File: config.mk
export PLATFORM = sky130hd
export DESIGN_NAME = mutative_reconfig_sequencer
export DESIGN_NICKNAME = d
export VERILOG_FILES = /design/src/rtl/mutative_reconfig_sequencer.sv
export SDC_FILE = /design/constraint.sdc
export NUM_CORES = 1
export LEC_CHECK = 0
export BUFFER_PORTS_ARGS = -buffer_cell sky130_fd_sc_hd__buf_2
export CAP_MARGIN = 20
export CORE_MARGIN = 2
export CORE_UTILIZATION = 40
export DETAILED_ROUTE_END_ITERATION = 8
export PLACE_DENSITY = 0.63
export REMOVE_ABC_BUFFERS = 1
export SYNTH_ARGS = -nofsm -noshare
export SYNTH_HDL_FRONTEND = slang
export SYNTH_SLANG_ARGS = --single-unit
File: constraint.sdc
create_clock -name clk -period 2.1 [get_ports clk]
set_input_delay 0 -clock clk [delete_from_list [all_inputs] [get_ports clk]]
set_output_delay 0 -clock clk [all_outputs]
set_load 0.005 [all_outputs]
File: src/rtl/mutative_reconfig_sequencer.sv
// Sequences a cache associativity change: drain the CPU, flush every (set, way)
// line in order, then commit the new organisation in a single cycle.
module mutative_reconfig_sequencer #(
    parameter int unsigned NUM_SETS = 16,
    parameter int unsigned NUM_WAYS = 4,
    localparam int unsigned SET_W = $clog2(NUM_SETS),
    localparam int unsigned WAY_W = $clog2(NUM_WAYS)
) (
    input  logic             clk,
    input  logic             rst_n,
    input  logic             switch_valid,
    input  logic             switch_dir,
    input  logic             cpu_req,
    input  logic             cache_ready,
    input  logic             flush_ack,
    output logic [1:0]       setup,
    output logic             cpu_stall,
    output logic             flush_req,
    output logic [SET_W-1:0] flush_set,
    output logic [WAY_W-1:0] flush_way,
    output logic             switch_ready,
    output logic             switch_reject,
    output logic [15:0]      reconfig_count
);

    typedef enum logic [1:0] {
        S_IDLE,
        S_DRAIN,
        S_FLUSH,
        S_COMMIT
    } state_t;

    state_t           r_state;
    state_t           w_next;
    logic [1:0]       r_setup;
    logic [1:0]       r_target;
    logic             r_cpu_stall;
    logic             r_switch_ready;
    logic             r_switch_reject;
    logic [15:0]      r_count;
    logic [SET_W-1:0] r_set;
    logic [WAY_W-1:0] r_way;
    logic             w_accept;
    logic             w_reject;
    logic             w_last_way;
    logic             w_last_line;

    assign w_last_way  = (r_way == WAY_W'(NUM_WAYS - 1));
    assign w_last_line = w_last_way && (r_set == SET_W'(NUM_SETS - 1));

    always_comb begin
        w_next   = r_state;
        w_accept = 1'b0;
        w_reject = 1'b0;
        case (r_state)
            S_IDLE: begin
                if (switch_valid) begin
                    if ((switch_dir && r_setup != 2'b11) || (!switch_dir && r_setup != 2'b00)) begin
                        w_accept = 1'b1;
                        w_next   = S_DRAIN;
                    end else begin
                        w_reject = 1'b1;
                    end
                end
            end
            S_DRAIN: begin
                if (cache_ready && !cpu_req) begin
                    w_next = S_FLUSH;
                end
            end
            S_FLUSH: begin
                if (flush_ack && w_last_line) begin
                    w_next = S_COMMIT;
                end
            end
            S_COMMIT: begin
                w_next = S_IDLE;
            end
            default: begin
                w_next = S_IDLE;
            end
        endcase
    end

    always_ff @(posedge clk or negedge rst_n) begin
        if (!rst_n) begin
            r_state         <= S_IDLE;
            r_setup         <= '0;
            r_target        <= '0;
            r_cpu_stall     <= 1'b0;
            r_switch_ready  <= 1'b0;
            r_switch_reject <= 1'b0;
            r_count         <= '0;
            r_set           <= '0;
            r_way           <= '0;
        end else begin
            r_state         <= w_next;
            // Stall is registered from the next state, so the accept cycle itself still lets a CPU request through.
            r_cpu_stall     <= (w_next != S_IDLE);
            r_switch_reject <= w_reject;
            r_switch_ready  <= (r_state == S_COMMIT);
            if (w_accept) begin
                r_target <= switch_dir ? (r_setup + 2'd1) : (r_setup - 2'd1);
            end
            if (r_state == S_DRAIN) begin
                r_set <= '0;
                r_way <= '0;
            end
            if (r_state == S_FLUSH && flush_ack) begin
                r_way <= w_last_way ? '0 : (r_way + 1'b1);
                if (w_last_way) begin
                    r_set <= r_set + 1'b1;
                end
            end
            if (r_state == S_COMMIT) begin
                r_setup <= r_target;
                if (r_count != 16'hFFFF) begin
                    r_count <= r_count + 16'd1;
                end
            end
        end
    end

    assign setup          = r_setup;
    assign cpu_stall      = r_cpu_stall;
    assign flush_req      = (r_state == S_FLUSH);
    assign flush_set      = flush_req ? r_set : '0;
    assign flush_way      = flush_req ? r_way : '0;
    assign switch_ready   = r_switch_ready;
    assign switch_reject  = r_switch_reject;
    assign reconfig_count = r_count;

endmodule
# After elaboration in Yosys (flattened, before gate mapping)
# Cells that the tools add are included.
# word_totals
reg_bits,31
mem_bits_ro,0
mem_bits_rw,0
out_inout_bits,28
latch_bits,0
memories,0
wordCells,55
# classes
n_shift,0
muxes,20
reduce_logical,14
add_sub_neg,5
order_cmp,0
n_mul,0
n_eq_ne,7
bitwise,0
div,0
# ops
operator,n
$mux 2,9
$add 16x1->16 const B,1
$mux 4,4
$ne 16x16->1 const B,1
$pmux 2 s4,1
$eq 2x2->1 const B,3
$logic_and 1x1->1,6
$mux 1,6
$reduce_bool 2->1,3
$add 2x1->2 const B,2
$add 4x1->4 const B,1
$eq 4x4->1 const B,1
$eq 2x1->1 const B,1
$logic_not 1->1,2
$logic_not 2->1,1
$ne 2x2->1 const B,1
$reduce_and 2->1,1
$sub 2x1->2 const B,1
$logic_or 1x1->1,1

# Longest topological paths before layout
# logic_depth
word_depth,7
ltp_mapped,6
ltp_nobuf,5

# Least setup slack after synthesis
# No wires, ideal clock.
# synth_timing
path_kind,reg2reg
start,"register r_count[0], in the netlist reconfig_count[0]"
end,"register r_count[1], in the netlist reconfig_count[1]"
required_ns,1.972
n_path_buf,0
period_less_slack_ns,1.708
arrival_time_ns,1.580
setup_slack_ns,0.392
path_stages_with_launch,6
path_cell_list,dfrtp_1 -> ha_1 -> nand4_1 -> nor4_4 -> nor2_2 -> mux2_1
# synth_via
elab_chain_len,2
elab_cells_between_ends,3
cone_classes,add/sub (1); eq/ne (1); reduce/logical (1)
# synth_rtl
item,line_no,text
"start, declared",40,logic [15:0] r_count;
"start signal, assigned",118,r_count <= r_count + 16'd1;
branches (longest 2 deep; another with $add 16x1->16),--,
# Parallel ways; which one is timed is not known.
# A chain may end at the register's enable or synchronous reset.

# Worst setup path in the final report
# Ends and elaborated chain as after synthesis.

==> run summary <==
Post-route minimum period: 1.88 ns
Post-DP HPWL: 2.46 mm
Drt first pass iters: 4
Global placement routability congestion: 0.773
Htree depth: 2
Largest net degree at the start of global routing: 32
Number of max-cap violations: 0
Area occupied by multi-input gates: 788 um^2
Total gr overflow: 0
Vias in the first global route: 1,224
Power Dens Cells: 969 nW/um^2
Top Ports: 35
Most common cell after layout, fill and taps aside: buf_2
Pleak: 0.941 nW
Clk Latency, worst-skew pair: 0.27 ns
Setup Viol. Count Final: 0
Die area: 4570 um^2
Setup Skew: 0.00352 ns
Post-synth EDFFs: 0
FF+latch count, synth: 31
Mapped Cells: 157
Worst Hold Launch: cpu_req
Reg2reg start: reconfig_count[0]
Hold WS: 0.0535 ns
Setup_tns: 0 ns
Die Wd: 67.6 um
Drt wl/cell: 13.2 um
Final Hold Fails: 0
First-pass GRT wire length: 5.58 mm
Initial antenna violation count: 0
Most frequent cells in the layout: buf_2, dfrtp_1, nand3_1, inv_1, xnor2_1
Clk sinks: 31
Netlist cell types: 43
Critical Path Sink Type: register
CP max-delay cell: nor4_4
Worst Path Required: 2.25 ns
Status: completed
# DRC: 0
TritonCTS Buffers: 5
Port Buffers: 34
Asr flop ratio synth: 100%
# diodes: 0
Maximum vdd drop: 0.000504 V
Clock root buffer master: clkbuf_8
Via density per instance: 5.20
Critical Path AT: 2.04 ns
Initial DRC Count: 60
CP Class: reg -> reg
Area Growth Syn to Fin: 20.1%
Post-Syn Area per Cell: 10.3 um^2
Share of post-route cells with drive strength above 1: 26.3%
CTS tree: built
Setup crit start kind: register
Initial Util: 41.1%
Number of max-slew violations in the final report: 0
Min-Delay Path Class: in -> reg
Core area: 3940 um^2
Post-synth design cell area: 1620 um^2
FILL cells: 369
CP max FO: 6
FF+latch area: 776 um^2
Period utilization: 89.7%
RSZ-0062 raised after global routing: no
Setup Fix Bufs, Post-CTS: 0
Fin nets: 207
WL final: 3.29 mm
Top_reg_cell synth: dfrtp_1
Critical Path Source: reconfig_count[0]
Register area share after synthesis: 47.9%
Routed Antenna Nets: 0
Max clock buf depth: 2
Row cnt: 23
Relative slew slack: 54.9%
Worst-Margin Slew: 0.676 ns
GRT Util Overall: 16.6%
Synth warnings: 0
Vert. Die Dim: 67.6 um
Crit path largest cell delay: 0.45 ns
Routed via count: 1,290
Pwr Total: 1.88 mW
Peak Freq: 531 MHz
Clock-pin slew on the worst setup and hold paths: 0.06 ns
CP Cell Sequence: ha_1 > nand4_1 > nor4_4 > nor2_2 > mux2_1
[what timing repair did]
item	in CTS	in global routing
hold endpoints to repair	31	0
resized for setup	0	0
hold buffers	1	0
[flip-flops by register name (all words and copies together) (netlist names)]
| register | cells |
|---|---|
| cpu_stall | 1 |
| r_set | 4 |
| r_state | 2 |
| r_target | 2 |
| r_way | 2 |
| reconfig_count | 16 |
| setup | 2 |
| switch_ready | 1 |
| switch_reject | 1 |
[critical path: cells and delay by family (launching register included)]
kind	cells	cell delay, ns
mux	1	0.32
simple gates	3	0.79
flops	1	0.39
fa+ha+maj	1	0.26
[cell usage after synthesis (all sizes together) (4+ instances only)]
master / n / area share [%]
o21ai: 8 / 2.5
dfrtp: 31 / 48
nand4: 9 / 4.4
o22ai: 4 / 1.5
xnor2: 9 / 4.9
mux2i: 4 / 2.5
nand3: 11 / 3.4
nand2: 9 / 2.2
nor2: 9 / 2.2
nor2b: 4 / 1.5
and2: 7 / 2.7
xor2: 5 / 2.7
inv: 9 / 2.1
[layout make-up]
type | count | share of cell area [%]
clock buffer | 7 | 3.93
inverter | 9 | 1.74
clock inverter | 1 | 0.257
timing repair buffer | 38 | 10.4
sequential | 31 | 39.9
tap | 50 | 3.22
multi-input combinational | 112 | 40.5
[metrics by stage]
step	setup WS, ns	std cells	area, um^2	util [%]
floorplan	0.392	152	1600	-
global placement	0.341	239	1850	47.0
detailed placement	0.215	239	1850	47.0
CTS	0.209	248	1940	49.3
global route	0.0799	248	1940	49.3
finish	0.216	248	1940	49.3
[kinds of logic after synthesis]
| logic type | count (synthesis) | share of synthesized area (%) |
|---|---|---|
| xor+xnor | 14 | 7.57 |
| simple gates | 64 | 24.7 |
| mux | 7 | 4.56 |
| buf+inv | 14 | 3.40 |
| compound gates | 24 | 9.58 |
| flops | 31 | 47.9 |
| fa+ha+maj | 3 | 2.32 |
[worst paths after layout]
kind / to / slack, ns / cells past startpoint
worst min register to register: reconfig_count[0] / 0.52 / 1
worst max register to register: reconfig_count[1] / 0.22 / 5
min in group asynchronous: r_set[2] / 0.30 / 2
max in group asynchronous: r_target[1] / 1.37 / 2
worst max-delay path: reconfig_count[1] / 0.22 / 5
worst min-delay path: r_state[1] / 0.05 / 3
[where the power goes]
| part | internal (mW) | switching (mW) |
|---|---|---|
| Combinational | 0.268 | 0.300 |
| Sequential | 0.726 | 0.160 |
| Clock | 0.232 | 0.198 |
| Total | 1.23 | 0.658 |
[metal layers]
layer / vias to the layer above / part of all wire, % / GRT usage [%] / wire [um]
met5: - / 0 / 0 / 0
met4: 0 / 0.79 / 5.36 / 26
met3: 4 / 5.0 / 4.67 / 163
met2: 34 / 51 / 29.4 / 1670
met1: 606 / 43 / 19.0 / 1420
li1: 646 / - / - / -
No activity file was read; power rests on OpenSTA's default activity.
